File: src/rtl/adc_spi_emulator.sv
// rtl/adc_spi_emulator.sv - SPI responder emulating the 16-bit header ADC
//
// Watches CNV/SCK from the ADC reader, latches a sample on CNV rise and
// shifts it out MSB first on MISO, one bit per SCK falling edge.
//
// Ports:
//   clk_i, rst_ni          system clock, async active-low reset
//   spi_clk_i, spi_cnv_i   SPI clock and conversion start from the master
//   spi_mosi_i             master data, unused (held at 1 by the master)
//   spi_miso_o/_oe_o       serial data and pad output enable
//   mode_i                 source: 0 hold, 1 ramp, 2 16'hA5C3, 3 16'h8000
//   sample_i/_valid_i      external sample and its load strobe
//   frame_done_o/_err_o    completed / aborted frame pulses
//   conv_count_o           completed frame count, wraps
module adc_spi_emulator #(
  parameter int          WIDTH       = 16,
  parameter int          SYNC_STAGES = 2,
  parameter logic [15:0] RAMP_STEP   = 16'd1
) (
  input  logic                    clk_i,
  input  logic                    rst_ni,
  input  logic                    spi_clk_i,
  input  logic                    spi_cnv_i,
  input  logic                    spi_mosi_i,
  output logic                    spi_miso_o,
  output logic                    spi_miso_oe_o,
  input  logic [1:0]              mode_i,
  input  logic signed [WIDTH-1:0] sample_i,
  input  logic                    sample_valid_i,
  output logic                    frame_done_o,
  output logic                    frame_err_o,
  output logic [15:0]             conv_count_o
);

  localparam int CW = $clog2(WIDTH + 1);

  typedef enum logic [1:0] {S_IDLE, S_CONVERT, S_SHIFT, S_DONE} state_t;

  logic w_unused_mosi;
  assign w_unused_mosi = spi_mosi_i;

  // Assert immediately, release on a clock edge.
  logic [1:0] r_rst_sync;
  logic       w_rst_n;

  always_ff @(posedge clk_i or negedge rst_ni) begin
    if (!rst_ni) r_rst_sync <= 2'b00;
    else         r_rst_sync <= {r_rst_sync[0], 1'b1};
  end
  assign w_rst_n = r_rst_sync[1];

  // Synchronizers plus registered edge pulses. CNV idles high so that a CNV
  // held high across reset release does not look like a conversion start.
  logic [SYNC_STAGES-1:0] r_sck_sync, r_cnv_sync;
  logic r_sck_d, r_cnv_d;
  logic r_sck_fall, r_cnv_rise, r_cnv_fall;

  always_ff @(posedge clk_i or negedge w_rst_n) begin
    if (!w_rst_n) begin
      r_sck_sync <= '0;
      r_cnv_sync <= '1;
      r_sck_d    <= 1'b0;
      r_cnv_d    <= 1'b1;
      r_sck_fall <= 1'b0;
      r_cnv_rise <= 1'b0;
      r_cnv_fall <= 1'b0;
    end else begin
      r_sck_sync <= {r_sck_sync[SYNC_STAGES-2:0], spi_clk_i};
      r_cnv_sync <= {r_cnv_sync[SYNC_STAGES-2:0], spi_cnv_i};
      r_sck_d    <= r_sck_sync[SYNC_STAGES-1];
      r_cnv_d    <= r_cnv_sync[SYNC_STAGES-1];
      r_sck_fall <= r_sck_d & ~r_sck_sync[SYNC_STAGES-1];
      r_cnv_rise <= ~r_cnv_d & r_cnv_sync[SYNC_STAGES-1];
      r_cnv_fall <= r_cnv_d & ~r_cnv_sync[SYNC_STAGES-1];
    end
  end

  state_t           r_state, w_state_nxt;
  logic [WIDTH-1:0] r_hold, r_shreg, w_shreg_nxt, w_src;
  logic [CW-1:0]    r_bitcnt, w_bitcnt_nxt;
  logic [15:0]      r_ramp, w_ramp_nxt, r_count, w_count_nxt;
  logic             r_miso, w_miso_nxt, r_oe, w_oe_nxt;
  logic             r_done, w_done_nxt, r_err, w_err_nxt;
  logic             w_latch;

  always_comb begin
    w_src = r_hold;
    unique case (mode_i)
      2'd1:    w_src = WIDTH'(r_ramp);
      2'd2:    w_src = WIDTH'(16'hA5C3);
      2'd3:    w_src = WIDTH'(16'h8000);
      default: w_src = r_hold;
    endcase
  end

  always_comb begin
    w_state_nxt  = r_state;
    w_shreg_nxt  = r_shreg;
    w_bitcnt_nxt = r_bitcnt;
    w_ramp_nxt   = r_ramp;
    w_count_nxt  = r_count;
    w_miso_nxt   = r_miso;
    w_oe_nxt     = r_oe;
    w_done_nxt   = 1'b0;
    w_err_nxt    = 1'b0;
    w_latch      = 1'b0;
    unique case (r_state)
      S_IDLE: begin
        w_miso_nxt = 1'b0;
        w_oe_nxt   = 1'b0;
        if (r_cnv_rise) begin
          w_latch     = 1'b1;
          w_state_nxt = S_CONVERT;
        end
      end
      S_CONVERT: begin
        w_miso_nxt = 1'b0;
        w_oe_nxt   = 1'b0;
        if (r_cnv_fall) begin
          w_state_nxt = S_SHIFT;
          w_miso_nxt  = r_shreg[WIDTH-1];
          w_oe_nxt    = 1'b1;
        end
      end
      S_SHIFT: begin
        // CNV edges take priority; an SCK edge in the same cycle is dropped.
        if (r_cnv_rise) begin
          w_err_nxt   = 1'b1;
          w_latch     = 1'b1;
          w_state_nxt = S_CONVERT;
          w_miso_nxt  = 1'b0;
          w_oe_nxt    = 1'b0;
        end else if (r_sck_fall && !r_cnv_fall) begin
          w_shreg_nxt  = {r_shreg[WIDTH-2:0], 1'b0};
          w_bitcnt_nxt = r_bitcnt + CW'(1);
          if (r_bitcnt == CW'(WIDTH - 1)) begin
            w_state_nxt = S_DONE;
            w_miso_nxt  = 1'b0;
            w_oe_nxt    = 1'b0;
            w_done_nxt  = 1'b1;
            w_count_nxt = r_count + 16'd1;
          end else begin
            w_miso_nxt = r_shreg[WIDTH-2];
          end
        end
      end
      S_DONE: begin
        w_state_nxt = S_IDLE;
        w_miso_nxt  = 1'b0;
        w_oe_nxt    = 1'b0;
      end
      default: w_state_nxt = S_IDLE;
    endcase
    // The ramp sends its pre-increment value.
    if (w_latch) begin
      w_shreg_nxt  = w_src;
      w_bitcnt_nxt = '0;
      if (mode_i == 2'd1) w_ramp_nxt = r_ramp + RAMP_STEP;
    end
  end

  always_ff @(posedge clk_i or negedge w_rst_n) begin
    if (!w_rst_n) begin
      r_state  <= S_IDLE;
      r_shreg  <= '0;
      r_bitcnt <= '0;
      r_ramp   <= '0;
      r_count  <= '0;
      r_miso   <= 1'b0;
      r_oe     <= 1'b0;
      r_done   <= 1'b0;
      r_err    <= 1'b0;
    end else begin
      r_state  <= w_state_nxt;
      r_shreg  <= w_shreg_nxt;
      r_bitcnt <= w_bitcnt_nxt;
      r_ramp   <= w_ramp_nxt;
      r_count  <= w_count_nxt;
      r_miso   <= w_miso_nxt;
      r_oe     <= w_oe_nxt;
      r_done   <= w_done_nxt;
      r_err    <= w_err_nxt;
    end
  end

  always_ff @(posedge clk_i or negedge w_rst_n) begin
    if (!w_rst_n)            r_hold <= '0;
    else if (sample_valid_i) r_hold <= sample_i;
  end

  assign spi_miso_o    = r_miso;
  assign spi_miso_oe_o = r_oe;
  assign frame_done_o  = r_done;
  assign frame_err_o   = r_err;
  assign conv_count_o  = r_count;

endmodule
File: config.mk
export PLATFORM = sky130hd
export DESIGN_NAME = adc_spi_emulator
export DESIGN_NICKNAME = d
export VERILOG_FILES = /design/src/rtl/adc_spi_emulator.sv
export SDC_FILE = /design/constraint.sdc
export NUM_CORES = 1
export LEC_CHECK = 0
export ABC_AREA = 0
export CAP_MARGIN = 20
export CORE_UTILIZATION = 38
export DETAILED_ROUTE_END_ITERATION = 6
export PLACE_DENSITY = 0.71
export SETUP_SLACK_MARGIN = 0.2
export SLEW_MARGIN = 20
export SYNTH_ARGS = -nofsm -noshare
export SYNTH_HDL_FRONTEND = slang
export SYNTH_SLANG_ARGS = --single-unit
File: constraint.sdc
create_clock -name clk_i -period 2.3 [get_ports clk_i]
set_input_delay 0.345 -clock clk_i [delete_from_list [all_inputs] [get_ports clk_i]]
set_output_delay 0.345 -clock clk_i [all_outputs]
set_load 0.01 [all_outputs]
==> results of run 1 <==
## metal layers
layer / wire length (microns) / global-route usage (%) / up-vias
met5: 0 / 0 / -
met4: 61 / 4.459 / 0
met3: 332 / 4.785 / 7
met2: 3293 / 24.18 / 60
met1: 3311 / 20.82 / 1261
li1: - / - / 1213
## timing repair
action | CTS | global route
endpoints found under the hold margin | 0 | 0
pin swaps | 0 | 0
hold buffers | 0 | 0
gates resized for setup | 1 | 1
setup endpoints to repair | 3 | 2
## synth_stat cells (all sizes together) (3+ instances only)
master / number / share of area (%)
dfrtp: 83 / 56
nand2: 35 / 3.5
xnor2: 25 / 5.9
nor2: 20 / 2.0
a22oi: 17 / 3.4
mux2: 16 / 4.9
nand3: 14 / 1.9
o21ai: 14 / 1.9
nand4: 9 / 1.5
xor2: 8 / 1.9
buf: 7 / 1.0
a31oi: 5 / 0.84
and4: 5 / 1.2
clkbuf: 5 / 0.51
inv: 5 / 0.51
nor2b: 5 / 0.84
ha: 4 / 1.4
a32oi: 3 / 0.71
dfstp: 3 / 2.1
nand2b: 3 / 0.57
o211ai: 3 / 0.61
## final cells by class
class / instances / area (sq um)
sequential: 86 / 2160
inverter: 5 / 18.77
timing repair buffer: 50 / 493.0
clock buffer: 10 / 137.6
fill: 856 / 4823
tap: 129 / 161.4
multi-input combinational: 213 / 1484
clock inverter: 5 / 50.05
## through the flow
step | cell area (sq um) | worst slack, ns | instances | utilization, %
2_1_floorplan | 3705 | 0.4781 | 316 | -
3_3_place_gp | 4305 | 0.2660 | 483 | 46.16
3_5_place_dp | 4305 | 0.2026 | 483 | 46.16
4_1_cts | 4496 | 0.2519 | 498 | 48.20
5_1_grt | 4504 | 0.1877 | 498 | 48.29
6_report | 4504 | 0.3077 | 498 | 48.29
## worst paths after layout
path | cells after the start | to | from | slack [ns]
max | 7 | conv_count_o[4]$_DFFE_PN0P_ | r_bitcnt[0]$_DFFE_PN0P_ | 0.31
min | 1 | r_rst_sync[1]$_DFF_PN0_ | rst_ni | 0.15
max reg2reg | 7 | conv_count_o[4]$_DFFE_PN0P_ | r_bitcnt[0]$_DFFE_PN0P_ | 0.31
min reg2reg | 0 | r_hold[9]$_DFFE_PN0P_ | r_rst_sync[1]$_DFF_PN0_ | 0.31
max in group asynchronous | 1 | r_cnv_d$_DFF_PN1_ | r_rst_sync[1]$_DFF_PN0_ | 1.34
min in group clk_i | 0 | r_sck_sync[1]$_DFF_PN0_ | r_sck_sync[0]$_DFF_PN0_ | 0.35
## worst max-delay path: cells and delay by family, from the launching register on
| kind | cells | cell delay, ns |
|---|---|---|
| adder cells (fa/ha/maj) | 2 | 0.41 |
| flip-flops | 1 | 0.39 |
| AND/OR/NAND/NOR | 4 | 0.91 |
| XOR/XNOR | 1 | 0.18 |
## flip-flops by register name (all words and copies together) (netlist names), 2 cells and up
| register | flops |
|---|---|
| r_sck_sync | 2 |
| r_ramp | 16 |
| r_state | 2 |
| r_shreg | 16 |
| r_hold | 16 |
| r_bitcnt | 5 |
| r_rst_sync | 2 |
| conv_count_o | 16 |
| r_cnv_sync | 2 |
## power breakdown
group	switching (W)	internal [W]	total (W)	leakage (nW)
clock network	0.000504	0.000518	0.00102	0.102
registers	0.000186	0.00173	0.00192	1.10
logic	0.000238	0.000291	0.000529	0.731
total	0.000927	0.00254	0.00347	1.93
## kinds of logic (layout without fill, tap and decap cells)
| family | Yosys count | after routing | share of synthesized area, % |
|---|---|---|---|
| DFF | 86 | 86 | 58.21 |
| xor gates and xnor gates | 33 | 33 | 7.804 |
| AOI/OAI and AO/OA | 50 | 50 | 9.021 |
| and+or+nand+nor | 109 | 109 | 16.62 |
| buffers and inverters | 17 | 70 | 2.027 |
| other | 1 | 1 | 0.1013 |
| muxes | 16 | 16 | 4.865 |
| adders and majority gates | 4 | 4 | 1.351 |
==> metrics.txt, run 1 <==
CTS tree=yes; Async SR Flop Fraction=100.0%; Worst Path Max Fanout=5; Bufs on Longest Clock Path=2; Site Rows=35; Initial DRC Count=185; CORE AREA=9328 sq um; Setup Skew=0.006419 ns; unrepaired setup endpoints after global routing=yes; placer congestion estimate=0.8088; Total GRT Usage=15.49%; DRC violations left=0; most common cell after layout, fill and taps aside=dfrtp_1; Slew @ Worst Pin=0.7315 ns; Primary FF master, synth=dfrtp_1; Setup Buffers After CTS=0; Wirelength per Cell=14.05 microns; status=completed; relative slew slack=51.18%; max_cap viols=0; Max Freq=501.9 MHz; NumNets Final=393; Post-DRT Antenna Nets=0; via count=2541; grt total ovfl=0; number of flops mapped to enable cells by yosys=0; Clk Latency, worst-skew pair=0.35 ns; Die W=100.7 microns; VDD IR max=0.3397 mV; endpoints failing setup=0; HPWL after DPL=4.965 mm; CP Class=register to register; Mean Syn Cell Area=11.72 sq um; Ant. Diodes=0; CP peak stage delay=0.39 ns; largest net degree at the start of global routing=47; share of layout cells above drive strength 1=14.36%; Buffers on Ports=42; most frequent cells in the layout=dfrtp_1, clkdlybuf4s50_1, nand2_1; final wirelength=6.999 mm; WP data arrival=2.26 ns; setup_tns=0 ns; Initial Utilization=39.70%; post-synthesis sequential element count=86; CP dominant cell by count=ha_1; Syn Inst Count=316; Root Buffer=clkbuf_8; antenna violations before repair=0; CTS clk-pin slew, worst paths=0.08 ns; Min Hold Slack=0.1549 ns; slowest stage cell, crit path=dfrtp_1; global-route wire length before repair=12.21 mm; vias per cell=5.102; final hold vios=0; DRT Pass-1 Iters=4; post-synthesis cell type count=47; crit-path cells=ha_1 -> and3_1 -> ha_1 -> nand2b_2 -> or3_1 -> or2_1 -> xnor2_1; H-Tree Depth=3; CP Capture Type=register; sequential area share after synthesis=58.21%; number of global-route vias before repair=2561; max-slew violations=0; Die ar.=10140 sq um; Leak=1.935 nW; Mapped Area=3704 sq um; die height=100.7 microns; Final Cycle Share=86.62%; Worst Path Required=2.56 ns; clock sinks=86; minimum clock period=1.992 ns; Yosys warnings=0; Worst Hold Class=primary input to asynchronous set/reset pin; CP Launch Type=register; total chip power=0.003471 W; Syn Nets=344; PD cells=770.5 nW/um^2; Area growth, synth to finish=21.62%; total CTS buffers=9; io pins=44
Power figures use the tool's default switching activity.
==> inputs of run 2 (changes only) <==
--- a/config.mk
+++ b/config.mk
@@ -7,9 +7,9 @@
 export LEC_CHECK = 0
 export ABC_AREA = 0
 export CAP_MARGIN = 20
-export CORE_UTILIZATION = 38
+export CORE_UTILIZATION = 50
 export DETAILED_ROUTE_END_ITERATION = 6
-export PLACE_DENSITY = 0.71
+export PLACE_DENSITY = 0.86
 export SETUP_SLACK_MARGIN = 0.2
 export SLEW_MARGIN = 20
 export SYNTH_ARGS = -nofsm -noshare
==> metrics.txt, run 2 (synthesized netlist as in run 1, its figures left out) <==
status=completed; Initial Utilization=51.34%; clock share of power=29.7%; most common cell after layout, fill and taps aside=dfrtp_1; share of layout cells above drive strength 1=14.82%; Flop pwr share=54.7%; proportion of power drawn by combinational gates=15.6%; crit-path cells=ha_1 -> and3_1 -> ha_2 -> nand2b_2 -> nor4_4 -> nand4_1 -> xnor2_1; number of global-route vias before repair=2488; final hold vios=0; relative slew slack=60.50%; grt total ovfl=0; minimum clock period=1.975 ns; depth of the most critical reg-to-reg path=7; NumNets Final=395; Die ar.=7755 sq um; Int Pwr=0.002552 W; CTS tree=yes; die height=88.07 microns; Initial DRC Count=125; Clk Latency, worst-skew pair=0.36 ns; most frequent cells in the layout=dfrtp_1, clkdlybuf4s50_1, nand2_1; global-route wire length before repair=11.42 mm; placer congestion estimate=0.7989; Total GRT Usage=19.97%; WP data arrival=2.23 ns; CP Launch Type=register; final wirelength=7.026 mm; worst r2r dst=conv_count_o[13]$_DFFE_PN0P_; via count=2590; Final Cycle Share=85.88%; Setup Skew=0.01050 ns; Worst Hold Class=primary input to asynchronous set/reset pin; vias per cell=5.511; DRT Pass-1 Iters=4; PD cells=777.6 nW/um^2; switch share=26.82%; Finished Core Util=62.17%; Bufs on Longest Clock Path=2; Ant. Diodes=0; max-slew violations=0; reg2reg start=r_bitcnt[0]$_DFFE_PN0P_; DRC violations left=0; CORE AREA=7214 sq um; Leak=1.937 nW; Die W=88.07 microns; largest net degree at the start of global routing=60; HPWL after DPL=4.856 mm; io pins=44; crit path from=r_bitcnt[0]$_DFFE_PN0P_; slowest stage cell, crit path=nor4_4; Buffers on Ports=42; Psw=0.0009354 W; Slew @ Worst Pin=0.5918 ns; antenna violations before repair=0; Root Buffer=clkbuf_8; CP Capture Type=register; Hold Buf Count CTS=0; endpoints failing setup=0; setup_tns=0 ns; Min Hold Slack=0.1485 ns; Post-DRT Antenna Nets=0; clock sinks=86; internal reg-to-reg setup slack=0.32 ns; H-Tree Depth=3; max_cap viols=0; Placed Cells=455; Area growth, synth to finish=21.11%; CTS clk-pin slew, worst paths=0.08 ns; CP Class=register to register; Worst Path Max Fanout=5; Site Rows=31; VDD IR max=0.4014 mV; CP peak stage delay=0.43 ns; unrepaired setup endpoints after global routing=no; Max Freq=506.3 MHz; FILL cells=595; Worst Path Required=2.55 ns; Wirelength per Cell=14.95 microns; Finished Layout Cells=470; total CTS buffers=9
## run 2: worst max-delay path by stage
stage	slack (ns)	endpoint	cells past startpoint
floorplan	0.48	conv_count_o[4]$_DFFE_PN0P_	7
global placement	0.32	r_shreg[6]$_DFFE_PN0P_	4
detailed placement	0.26	conv_count_o[10]$_DFFE_PN0P_	7
CTS	0.23	conv_count_o[10]$_DFFE_PN0P_	7
global route	0.22	conv_count_o[4]$_DFFE_PN0P_	7
finish	0.32	conv_count_o[13]$_DFFE_PN0P_	7
## run 2: area by class of cell
class                           instances  area (sq um)  share of cell area [%]
Clock buffer                           11         141.4                   3.152
Clock inverter                          4         47.55                   1.060
Inverter                                5         18.77                  0.4184
Multi-Input combinational cell        213          1486                   33.14
Sequential cell                        86          2160                   48.15
Tap cell                               99         123.9                   2.762
Timing Repair Buffer                   52         508.0                   11.32
## run 2: per-stage QoR
stage | power (W) | instance area [sq um] | setup slack [ns]
floorplan | 0.002290 | 3705 | 0.4781
detailed placement | 0.002480 | 4283 | 0.2602
CTS | 0.003521 | 4472 | 0.2268
global placement | 0.002445 | 4283 | 0.3204
finish | 0.003488 | 4486 | 0.3248
global route | 0.003653 | 4486 | 0.2160
## run 2: critical path, delay by kind of cell, from the launching register on
| family | cells | cell delay [ns] |
|---|---|---|
| xor gates and xnor gates | 1 | 0.15 |
| adders and majority gates | 2 | 0.41 |
| DFF | 1 | 0.41 |
| and+or+nand+nor | 4 | 0.90 |
## run 2: repair_timing
action	4_1_cts	5_1_grt
hold endpoints to repair	0	0
endpoints found under the setup margin	0	10
buffers inserted	0	0
resized for setup	0	3
## run 2: power by group through the flow
stage	registers [W]	logic, W	clock network [W]
floorplan	0.00190	0.000387	0
global placement	0.00192	0.000522	0
detailed placement	0.00194	0.000545	0
CTS	0.00191	0.000549	0.00106
global route	0.00194	0.000608	0.00111
finish	0.00191	0.000543	0.00104
## run 2: per-layer routing
metal  vias to the layer above  share of wire [%]  global-route usage, %
li1                       1218                  -                      -
met1                      1282                 45                  24.84
met2                        72                 49                  33.12
met3                        18                3.9                  3.205
met4                         0                2.7                  11.73
met5                         -                  0                      0
